$ cat config.mk
export PLATFORM = sky130hd
export DESIGN_NAME = exc_ctrl
export DESIGN_NICKNAME = d
export VERILOG_FILES = /design/src/rtl/exc_ctrl_pkg.sv /design/src/rtl/exc_prio.sv /design/src/rtl/exc_ctrl.sv
export SDC_FILE = /design/constraint.sdc
export NUM_CORES = 1
export LEC_CHECK = 0
export BUFFER_PORTS_ARGS = -buffer_cell sky130_fd_sc_hd__buf_4
export CORE_AREA = 2 2 102 104
export CTS_BUF_LIST = sky130_fd_sc_hd__clkbuf_4 sky130_fd_sc_hd__clkbuf_8 sky130_fd_sc_hd__clkbuf_16
export CTS_CLUSTER_SIZE = 20
export DETAILED_ROUTE_END_ITERATION = 8
export DIE_AREA = 0 0 104 106
export GPL_ROUTABILITY_DRIVEN = 0
export PLACE_DENSITY = 0.8
export SKIP_LAST_GASP = 1
export SYNTH_ARGS = -nofsm -noshare
export SYNTH_HDL_FRONTEND = slang
export SYNTH_SLANG_ARGS = --single-unit
$ cat constraint.sdc
create_clock -name clk -period 1.99 [get_ports clk]
set_input_delay 0.2985 -clock clk [delete_from_list [all_inputs] [get_ports clk]]
set_output_delay 0.2985 -clock clk [all_outputs]
set_load 0.005 [all_outputs]
$ cat src/rtl/exc_ctrl_pkg.sv
// -----------------------------------------------------------------------------
// exc_ctrl_pkg
// Shared definitions for the exception controller:
//   - CP0 register indices written by the controller (Status, Cause, EPC)
//   - bit positions of the fields kept in the Status and Cause words
//   - the ExcCode values the controller needs to name
//   - the sequencing FSM state encoding
//   - helpers that assemble full 32-bit Status / Cause words from fields
// -----------------------------------------------------------------------------
package exc_ctrl_pkg;

   // CP0 register indices
   localparam logic [4:0] CP0_STATUS = 5'd12;
   localparam logic [4:0] CP0_CAUSE  = 5'd13;
   localparam logic [4:0] CP0_EPC    = 5'd14;

   // Status field positions (only these bits are modelled, the rest read 0)
   localparam int ST_IE     = 0;
   localparam int ST_EXL    = 1;
   localparam int ST_IM_LO  = 10;
   localparam int ST_IM_HI  = 15;

   // Cause field positions
   localparam int CA_EXC_LO = 2;
   localparam int CA_EXC_HI = 6;
   localparam int CA_IP_LO  = 10;
   localparam int CA_IP_HI  = 15;
   localparam int CA_BD     = 31;

   // ExcCode values
   localparam logic [4:0] EXC_INT = 5'd0;   // external interrupt
   localparam logic [4:0] EXC_SYS = 5'd8;   // syscall
   localparam logic [4:0] EXC_OV  = 5'd12;  // arithmetic overflow

   // Sequencer states
   typedef enum logic [2:0] {
      S_IDLE      = 3'd0,
      S_WR_EPC    = 3'd1,
      S_WR_CAUSE  = 3'd2,
      S_WR_STATUS = 3'd3,
      S_WR_ERET   = 3'd4,
      S_REDIR     = 3'd5
   } state_e;

   // Full Status word from the modelled fields.
   function automatic logic [31:0] status_word(input logic [5:0] im,
                                               input logic       exl,
                                               input logic       ie);
      logic [31:0] w;
      w                    = '0;
      w[ST_IE]             = ie;
      w[ST_EXL]            = exl;
      w[ST_IM_HI:ST_IM_LO] = im;
      return w;
   endfunction

   // Full Cause word from the latched fields.
   function automatic logic [31:0] cause_word(input logic       bd,
                                              input logic [5:0] ip,
                                              input logic [4:0] code);
      logic [31:0] w;
      w                      = '0;
      w[CA_BD]               = bd;
      w[CA_IP_HI:CA_IP_LO]   = ip;
      w[CA_EXC_HI:CA_EXC_LO] = code;
      return w;
   endfunction

endpackage

$ cat src/rtl/exc_prio.sv
// -----------------------------------------------------------------------------
// exc_prio
// Combinational arbiter deciding which request (if any) the controller accepts
// while idle. Priority: synchronous exception > enabled interrupt > ERET.
// Lower-priority requests in the same cycle are simply not taken.
//
// Ports
//   exc_valid, exc_code  : synchronous exception request and its ExcCode
//   int_req              : level-sensitive hardware interrupt lines
//   im, ie, exl          : current shadow Status fields
//   eret                 : current instruction is ERET
//   take_exc             : accept the exception
//   take_int             : accept an interrupt
//   take_eret            : accept the ERET (only meaningful with EXL=1)
//   sel_code             : ExcCode to record in Cause for an accepted entry
// -----------------------------------------------------------------------------
module exc_prio
   import exc_ctrl_pkg::*;
(
   input  logic       exc_valid,
   input  logic [4:0] exc_code,
   input  logic [5:0] int_req,
   input  logic [5:0] im,
   input  logic       ie,
   input  logic       exl,
   input  logic       eret,
   output logic       take_exc,
   output logic       take_int,
   output logic       take_eret,
   output logic [4:0] sel_code
);

   logic int_pend;

   // An interrupt is only deliverable when some unmasked line is high, global
   // enable is set, and we are not already inside a handler.
   assign int_pend  = (|(int_req & im)) & ie & ~exl;

   assign take_exc  = exc_valid;
   assign take_int  = ~exc_valid & int_pend;
   // ERET outside a handler is a no-op, so it is not "taken" at all.
   assign take_eret = ~exc_valid & ~int_pend & eret & exl;

   assign sel_code  = exc_valid ? exc_code : EXC_INT;

endmodule

$ cat src/rtl/exc_ctrl.sv
// -----------------------------------------------------------------------------
// exc_ctrl
// Exception / interrupt entry and ERET sequencer for a MIPS-style pipeline.
// On accepting an exception or interrupt it writes EPC, Cause and Status into
// the CP0 register file over three cycles and then redirects the PC to the
// exception vector. On ERET (inside a handler) it clears Status.EXL and
// redirects to the saved EPC. Shadow copies of Status and EPC are kept here so
// decisions never need a CP0 read port; software MTC0 writes are mirrored in.
//
// Ports
//   clk, reset              : clock, synchronous active-high reset
//   int_req[5:0]            : hardware interrupt lines (level)
//   exc_valid, exc_code     : synchronous exception and its ExcCode
//   pc, bd                  : current instruction PC and delay-slot flag
//   eret                    : current instruction is ERET
//   sw_w, sw_a, sw_wd       : software MTC0 write, mirrored into the shadows
//   cp0_w, cp0_a, cp0_wd    : write port into the CP0 register file
//   redirect, redirect_pc   : one-cycle PC redirect strobe and target
//   stall                   : freeze pipeline/PC while sequencing
// -----------------------------------------------------------------------------
module exc_ctrl
   import exc_ctrl_pkg::*;
#(
   parameter logic [31:0] EXC_VECTOR = 32'h0000_0180
) (
   input  logic        clk,
   input  logic        reset,
   input  logic [5:0]  int_req,
   input  logic        exc_valid,
   input  logic [4:0]  exc_code,
   input  logic [31:0] pc,
   input  logic        bd,
   input  logic        eret,
   input  logic        sw_w,
   input  logic [4:0]  sw_a,
   input  logic [31:0] sw_wd,
   output logic        cp0_w,
   output logic [4:0]  cp0_a,
   output logic [31:0] cp0_wd,
   output logic        redirect,
   output logic [31:0] redirect_pc,
   output logic        stall
);

   // ---------------------------------------------------------------- state
   state_e      state_q,   state_d;

   // Fields latched at accept time
   logic [31:0] epc_lat_q, epc_lat_d;
   logic [4:0]  code_q,    code_d;
   logic [5:0]  ip_q,      ip_d;
   logic        bd_q,      bd_d;
   logic        eret_q,    eret_d;     // selects redirect target in S_REDIR

   // Shadow Status / EPC
   logic        ie_q,      ie_d;
   logic        exl_q,     exl_d;
   logic [5:0]  im_q,      im_d;
   logic [31:0] epc_sh_q,  epc_sh_d;

   // ---------------------------------------------------------------- arbiter
   logic       take_exc;
   logic       take_int;
   logic       take_eret;
   logic [4:0] sel_code;

   exc_prio u_prio (
      .exc_valid (exc_valid),
      .exc_code  (exc_code),
      .int_req   (int_req),
      .im        (im_q),
      .ie        (ie_q),
      .exl       (exl_q),
      .eret      (eret),
      .take_exc  (take_exc),
      .take_int  (take_int),
      .take_eret (take_eret),
      .sel_code  (sel_code)
   );

   // ---------------------------------------------------------------- registers
   always_ff @(posedge clk) begin
      if (reset) begin
         state_q   <= S_IDLE;
         epc_lat_q <= '0;
         code_q    <= '0;
         ip_q      <= '0;
         bd_q      <= 1'b0;
         eret_q    <= 1'b0;
         ie_q      <= 1'b0;
         exl_q     <= 1'b0;
         im_q      <= '0;
         epc_sh_q  <= '0;
      end else begin
         state_q   <= state_d;
         epc_lat_q <= epc_lat_d;
         code_q    <= code_d;
         ip_q      <= ip_d;
         bd_q      <= bd_d;
         eret_q    <= eret_d;
         ie_q      <= ie_d;
         exl_q     <= exl_d;
         im_q      <= im_d;
         epc_sh_q  <= epc_sh_d;
      end
   end

   // ---------------------------------------------------------------- next state / outputs
   always_comb begin
      state_d     = state_q;
      epc_lat_d   = epc_lat_q;
      code_d      = code_q;
      ip_d        = ip_q;
      bd_d        = bd_q;
      eret_d      = eret_q;
      ie_d        = ie_q;
      exl_d       = exl_q;
      im_d        = im_q;
      epc_sh_d    = epc_sh_q;

      cp0_w       = 1'b0;
      cp0_a       = '0;
      cp0_wd      = '0;
      redirect    = 1'b0;
      redirect_pc = '0;
      stall       = 1'b0;

      case (state_q)
         S_IDLE: begin
            if (take_exc || take_int) begin
               stall     = 1'b1;
               // Delay-slot instructions restart at the branch (wraps mod 2^32).
               epc_lat_d = bd ? (pc - 32'd4) : pc;
               code_d    = sel_code;
               ip_d      = int_req;
               bd_d      = bd;
               eret_d    = 1'b0;
               state_d   = S_WR_EPC;
            end else if (take_eret) begin
               stall     = 1'b1;
               eret_d    = 1'b1;
               state_d   = S_WR_ERET;
            end else if (sw_w) begin
               // Mirror software writes only when the instruction is not being
               // pre-empted by an entry/return sequence this cycle.
               if (sw_a == CP0_STATUS) begin
                  ie_d  = sw_wd[ST_IE];
                  exl_d = sw_wd[ST_EXL];
                  im_d  = sw_wd[ST_IM_HI:ST_IM_LO];
               end else if (sw_a == CP0_EPC) begin
                  epc_sh_d = sw_wd;
               end
            end
         end

         S_WR_EPC: begin
            stall    = 1'b1;
            cp0_w    = 1'b1;
            cp0_a    = CP0_EPC;
            cp0_wd   = epc_lat_q;
            epc_sh_d = epc_lat_q;
            state_d  = S_WR_CAUSE;
         end

         S_WR_CAUSE: begin
            stall   = 1'b1;
            cp0_w   = 1'b1;
            cp0_a   = CP0_CAUSE;
            cp0_wd  = cause_word(bd_q, ip_q, code_q);
            state_d = S_WR_STATUS;
         end

         S_WR_STATUS: begin
            stall   = 1'b1;
            cp0_w   = 1'b1;
            cp0_a   = CP0_STATUS;
            cp0_wd  = status_word(im_q, 1'b1, ie_q);
            exl_d   = 1'b1;
            state_d = S_REDIR;
         end

         S_WR_ERET: begin
            stall   = 1'b1;
            cp0_w   = 1'b1;
            cp0_a   = CP0_STATUS;
            cp0_wd  = status_word(im_q, 1'b0, ie_q);
            exl_d   = 1'b0;
            state_d = S_REDIR;
         end

         S_REDIR: begin
            stall       = 1'b1;
            redirect    = 1'b1;
            redirect_pc = eret_q ? epc_sh_q : EXC_VECTOR;
            state_d     = S_IDLE;
         end

         default: begin
            state_d = S_IDLE;
         end
      endcase
   end

endmodule

**Yosys cells after proc, flatten, opt, wreduce, memory -nomap -nowiden**

Cells that the tools add are included.
Widths: inputs -> output; s select.

- Latch bits: 0
- Output and inout port bits: 72
- Memories: 0
- Bits of input ports: 86
- Bits in registers: 88
- Bits in read-only memories: 0
- Logic and storage cells: 78
- RAM bits: 0

- Bitwise logic cells: 12
- Order comparisons: 0
- Shift operators: 0
- Equal/unequal tests: 14
- Mux-type cells: 27
- Add/sub/neg operators: 1
- Multipliers: 0
- Divide/modulo/power cells: 0
- Reductions and logical operators: 14

Operators by type and width:

| kind | count |
|---|---|
| $mux 32 | 8 |
| $pmux 32 s4 | 1 |
| $pmux 32 s2 | 1 |
| $sub 32x3->32 const B | 1 |
| $ne 2x2->1 const B | 6 |
| $pmux 3 s4 | 1 |
| $pmux 4 s3 | 1 |
| $eq 5x4->1 const B | 2 |
| $mux 1 | 10 |
| $reduce_and 5->1 | 2 |
| $and 1x1->1 | 6 |
| $and 6x6->6 | 1 |
| $eq 3x2->1 const B | 2 |
| $eq 3x3->1 const B | 2 |
| $mux 3 | 2 |
| $reduce_and 6->1 | 1 |
| $reduce_or 6->1 | 1 |
| $mux 5 | 1 |
| $not 1->1 | 5 |
| $reduce_or 5->1 | 1 |
| $reduce_and 2->1 | 2 |
| $reduce_bool 2->1 | 2 |
| $reduce_or 4->1 | 1 |
| $eq 3x1->1 const B | 1 |
| 7 further kinds | 7 |

**Logic depth before layout (Yosys ltp)**

- Depth after elaboration: 11
- Gate-level depth with buffers: 8
- Depth with buffers taken out: 7

**Modules after synthesis**

From an unflattened synthesis, not the netlist that was laid out.

- Cell total of the unflattened synthesis: 610
- Area, all modules: 4659.5 µm²

Modules (own cells, without submodules):

| module | times used | area an instance (µm²) | cells an instance | seq. area each (µm²) |
|---|---|---|---|---|
| exc_ctrl | 1 | 4569.4 | 596 | 1761.7 |
| exc_prio | 1 | 90.1 | 14 | 0.0 |

**Least setup slack after synthesis**

OpenSTA, ideal clock, no wires.

- Path kind: register -> output
- Start point: register state_q[2]
- End point: output cp0_wd[2]
- Arrival time: 1.476 ns
- Required time: 1.691 ns
- Path slack: 0.215 ns
- Path buffers: 2
- Cell stages (with the launch flop): 7
- Cells stage by stage: dfxtp_1 > clkbuf_1 > inv_1 > nand2_2 > inv_2 > buf_4 > a22o_1

- Word-level cells in the longest chain between the ends: 2

RTL lines:

| item | RTL line | RTL |
|---|---|---|
| start: declaration | exc_ctrl.sv:46 | `state_e state_q, state_d;` |
| start signal: assignment | exc_ctrl.sv:95 | `state_q <= state_d;` |
| $eq 3x3->1, or another cell as far along | exc_ctrl.sv:128 | `case (state_q)` |
| $pmux 32 s4 (*) | exc_ctrl.sv:128 |  |
| end: declaration | exc_ctrl.sv:39 | `output logic [31:0] cp0_wd,` |

Mark *: on every way between the ends. The rest lies on a longest branch, timed or not.

**Worst setup path in the final report**

- Start point: register state_q[2]
- End point: output stall

- Word-level cells in the longest chain between the ends: 3

RTL lines:

| item | RTL line | RTL |
|---|---|---|
| $eq 3x3->1, or another cell as far along | exc_ctrl.sv:128 |  |
| $reduce_or 5->1 (no line) | - |  |
| $pmux 1 s2 (*) | exc_ctrl.sv:128 |  |
| end: declaration | exc_ctrl.sv:42 | `output logic stall` |

Marks and branches as above.

==> out/results.ini <==
[synthesis]
ys_ff_latch = 88
synth_simple_gate_area_share_pct = 24.6
syn_inst = 564
ys_warn_count = 0
synth_xor_area_share_pct = 4.99
synth_edf_count = 0
synthesis.area_um2 = 4910
synth_area_leaders = dfxtp_1 36%, a211oi_2 7.6%, nor2_1 6.8%
synthMuxAreaShare_pct = 4.89
syn-num-nets = 653
synth_top_cell_area_share_pct = 35.9
netlist-cell-type-count = 59
synth_compound_area_share_pct = 23.1
ys.flop_type = dfxtp_1
synth_fa_ha_area_share_pct = 0.764
synth_top_area_cell = dfxtp_1
synth-async-reset-ratio_pct = 0
avgSynthCellArea_um2 = 8.71
synth_top_family_by_area = simple AND/OR/NAND/NOR gates
yosysSeqAreaShare_pct = 35.9

[pwr]
pwr-share-comb_pct = 33.8
power.share.clock_pct = 22.9
p_int_mw = 3.33
swShare_pct = 34.4
p_sw_mw = 1.75
finalPower_mw = 5.08
leakagePower_nw = 2.75
pwr-share-seq_pct = 43.2
p_per_area_nw_per_um2 = 771
ir_worst_vdd_uv = 438

[timing]
fmax_mhz = 511
finalSetupViolations = 0
hold_viol = 0
period_needed_ns = 1.96
slew_violations = 0
fin_worst_skew_ns = 0.0104
rsz0062_at_grt = yes
holdWs_ns = 0.177
worstMarginPinSlew_ns = 0.540
slew_headroom_pct = 64.0
period_share_pct = 98.4

[critical_path]
startpoint_type = register
reg2reg_to = epc_lat_q[30]
cp.arrival_ns = 1.66
rr_startpoint = im_q[3]
cp_data_required_time_ns = 1.69
cp_top_family = buffers and inverters
cp_cell_sequence = inv_1, nand2_4, inv_4, nor2_1, a21oi_1, buf_4
crit_path_max_incr_delay_ns = 0.39
r2r_setup_slack_ns = 0.09
crit_type = register to output pin
path_max_fanout = 10
slowest_stage = dfxtp_4
rr_worst_depth = 7
end_kind = output pin
critPathBufInv = 3

[layout]
n_antenna_cell = 0
drive_above_1_share_pct = 36.4
nNetsFinal = 810
fin_area_um2 = 6580
area_growth_pct = 34.0
instances_no_fill = 862

[global_routing]
grt_pass1_vias = 4455
grt_use_total_pct = 25.5
grt_pass1_wl_um = 22700
antenna_found_initial = 0
grt_max_degree = 52
overflow = 0

[cts]
numClockSinks = 88
htreeDepth = 3
cts_tree = yes
cts.clk_slew.worst_paths_ns = 0.09
cts_buffer_depth = 2
clkLatencyLatePin_ns = 0.36
root_buffer = clkbuf_8
cts_buffers = 9

[min_path]
worstHoldPathType = input port to register
holdPathEnd = code_q[3]
hold_start = exc_code[3]
whs_path_depth = 3

[floorplanning]
io_pins = 158
rows = 37
design.die.area_um2 = 11000
design.core.area_um2 = 10000
start_util_pct = 49.1
dieHeight_um = 106
die_w_um = 104

[route]
avgRoutedWirePerCell_um = 16.6
drc = 0
drt_iter0_drc = 374
drt_pass1_iterations = 5
vias = 4722
antenna_left = 0
via_per_inst = 5.48
wirelength_um = 14300

[placement]
post-dp-hpwl_um = 10900
place_area_um2 = 6280
numPortBuffers = 156
placedCellCount = 840

[run_status]
status = complete, no violations

[run]
drv_cap = 0

kinds of logic (layout without fill, tap and decap cells):
family,Yosys count,count (layout)
multiplexers,24,24
buffers and inverters,53,215
other,1,1
flip-flops,88,88
adder cells (fa/ha/maj),3,3
XOR/XNOR,28,28
AO/OA/AOI/OAI,139,139
AND/OR/NAND/NOR,228,228
Yosys cell counts, types with 2 or more instances:
cell / instances
and3_1: 19
buf_6: 4
nand2_1: 34
nor3_4: 2
nand2_2: 2
inv_1: 9
nor3_1: 9
a211oi_1: 29
buf_4: 11
clkbuf_1: 19
nor2_1: 89
o21ba_2: 2
a21oi_1: 32
xnor2_1: 19
xor2_1: 9
nand4_1: 4
a22o_1: 7
o21ai_1: 2
and2_1: 32
a211oi_2: 30
nor2b_1: 2
or3_1: 3
mux2i_1: 24
a22oi_1: 14
buf_2: 8
nor4_2: 3
nor3_2: 2
nor4_1: 6
nand3_1: 5
ha_1: 3
dfxtp_1: 88
nand4b_1: 2
o21ai_0: 10
a311oi_1: 3
nand2b_1: 3
cell type report:
cell class                 count  area, um^2
multi-input combinational    423        2900
inverter                      10        40.0
timing repair buffer         189        1510
fill                         854        3420
clock inverter                 6        50.0
tap                          136         170
clock buffer                  10         138
sequential                    88        1770
metal layers:
metal	track usage (%)	wire length [um]
met2	42.3	6910
met3	3.68	786
met1	34.3	6310
met4	8.01	280
met5	0	0
sequential cells by signal, indices dropped and copies added (netlist names):
signal and cells:
code_q 5, exl_q 1, ip_q 6, im_q 6, ie_q 1, eret_q 1
epc_sh_q 32, state_q 3, epc_lat_q 32, bd_q 1
power by group through the flow:
stage	registers [mW]	logic, mW	clock network [mW]
2_1_floorplan	2.17	1.09	0
3_3_place_gp	2.22	1.57	0
3_5_place_dp	2.23	1.62	0
4_1_cts	2.19	1.64	1.19
5_1_grt	2.22	1.87	1.25
6_report	2.19	1.72	1.16
metrics by stage:
| step | setup WS [ns] | TNS, ns | util (%) |
|---|---|---|---|
| final | 0.0327 | 0 | 65.8 |
| after global routing | -0.00693 | -0.00722 | 65.8 |
| after CTS | 0.00690 | 0 | 64.9 |
| after detailed placement | -0.0107 | -0.0107 | 62.8 |
| after global placement | 0.0668 | 0 | 62.8 |
| after floorplan | 0.215 | 0 | - |
timing repair:
item	4_1_cts	5_1_grt
gates resized for setup	7	14
buffers inserted	1	4
pin swaps	1	3
endpoints found under the setup margin	18	69
gates cloned	0	1
hold buffers	0	0
how the worst max path moves through the flow:
stage	startpoint	to	slack, ns	cells past startpoint
after global routing	state_q[2]	stall	-0.007	6
after global placement	pc[3]	epc_lat_q[28]	0.07	8
after detailed placement	pc[3]	epc_lat_q[30]	-0.01	8
final	state_q[2]	stall	0.03	6
after floorplan	state_q[2]	cp0_wd[2]	0.22	6
after CTS	state_q[1]	cp0_wd[13]	0.007	6
cell usage in the layout, fill, tap and decap left out, drive strengths merged, types with 2 or more instances in the layout:
cell type	Yosys	routed
nand4b	2	2
ha	3	3
and2	32	32
buf	24	188
nor3	13	13
nand3	5	5
nor2	89	89
or4	2	2
o21ai	12	12
o31ai	2	2
a311oi	4	4
clkbuf	19	11
nand2b	3	3
nor2b	2	2
clkinv	0	2
a22o	7	7
and4bb	2	2
xnor2	19	19
inv	10	12
a22oi	14	14
and3	19	19
clkinvlp	0	2
o21ba	2	2
dfxtp	88	88
a21oi	32	32
nor4	10	10
xor2	9	9
nand4	5	5
or3	4	4
nand2	36	36
a211oi	59	59
mux2i	24	24
worst reg2reg max path, stage by stage, from the launching register on:
cell      delay, ns
dfxtp_1        0.40
a22oi_1        0.12
a311oi_4       0.32
buf_4          0.21
o21a_2         0.23
buf_12         0.22
nor2_1         0.08
a211oi_1       0.24
(Power assumes the default switching activity.)
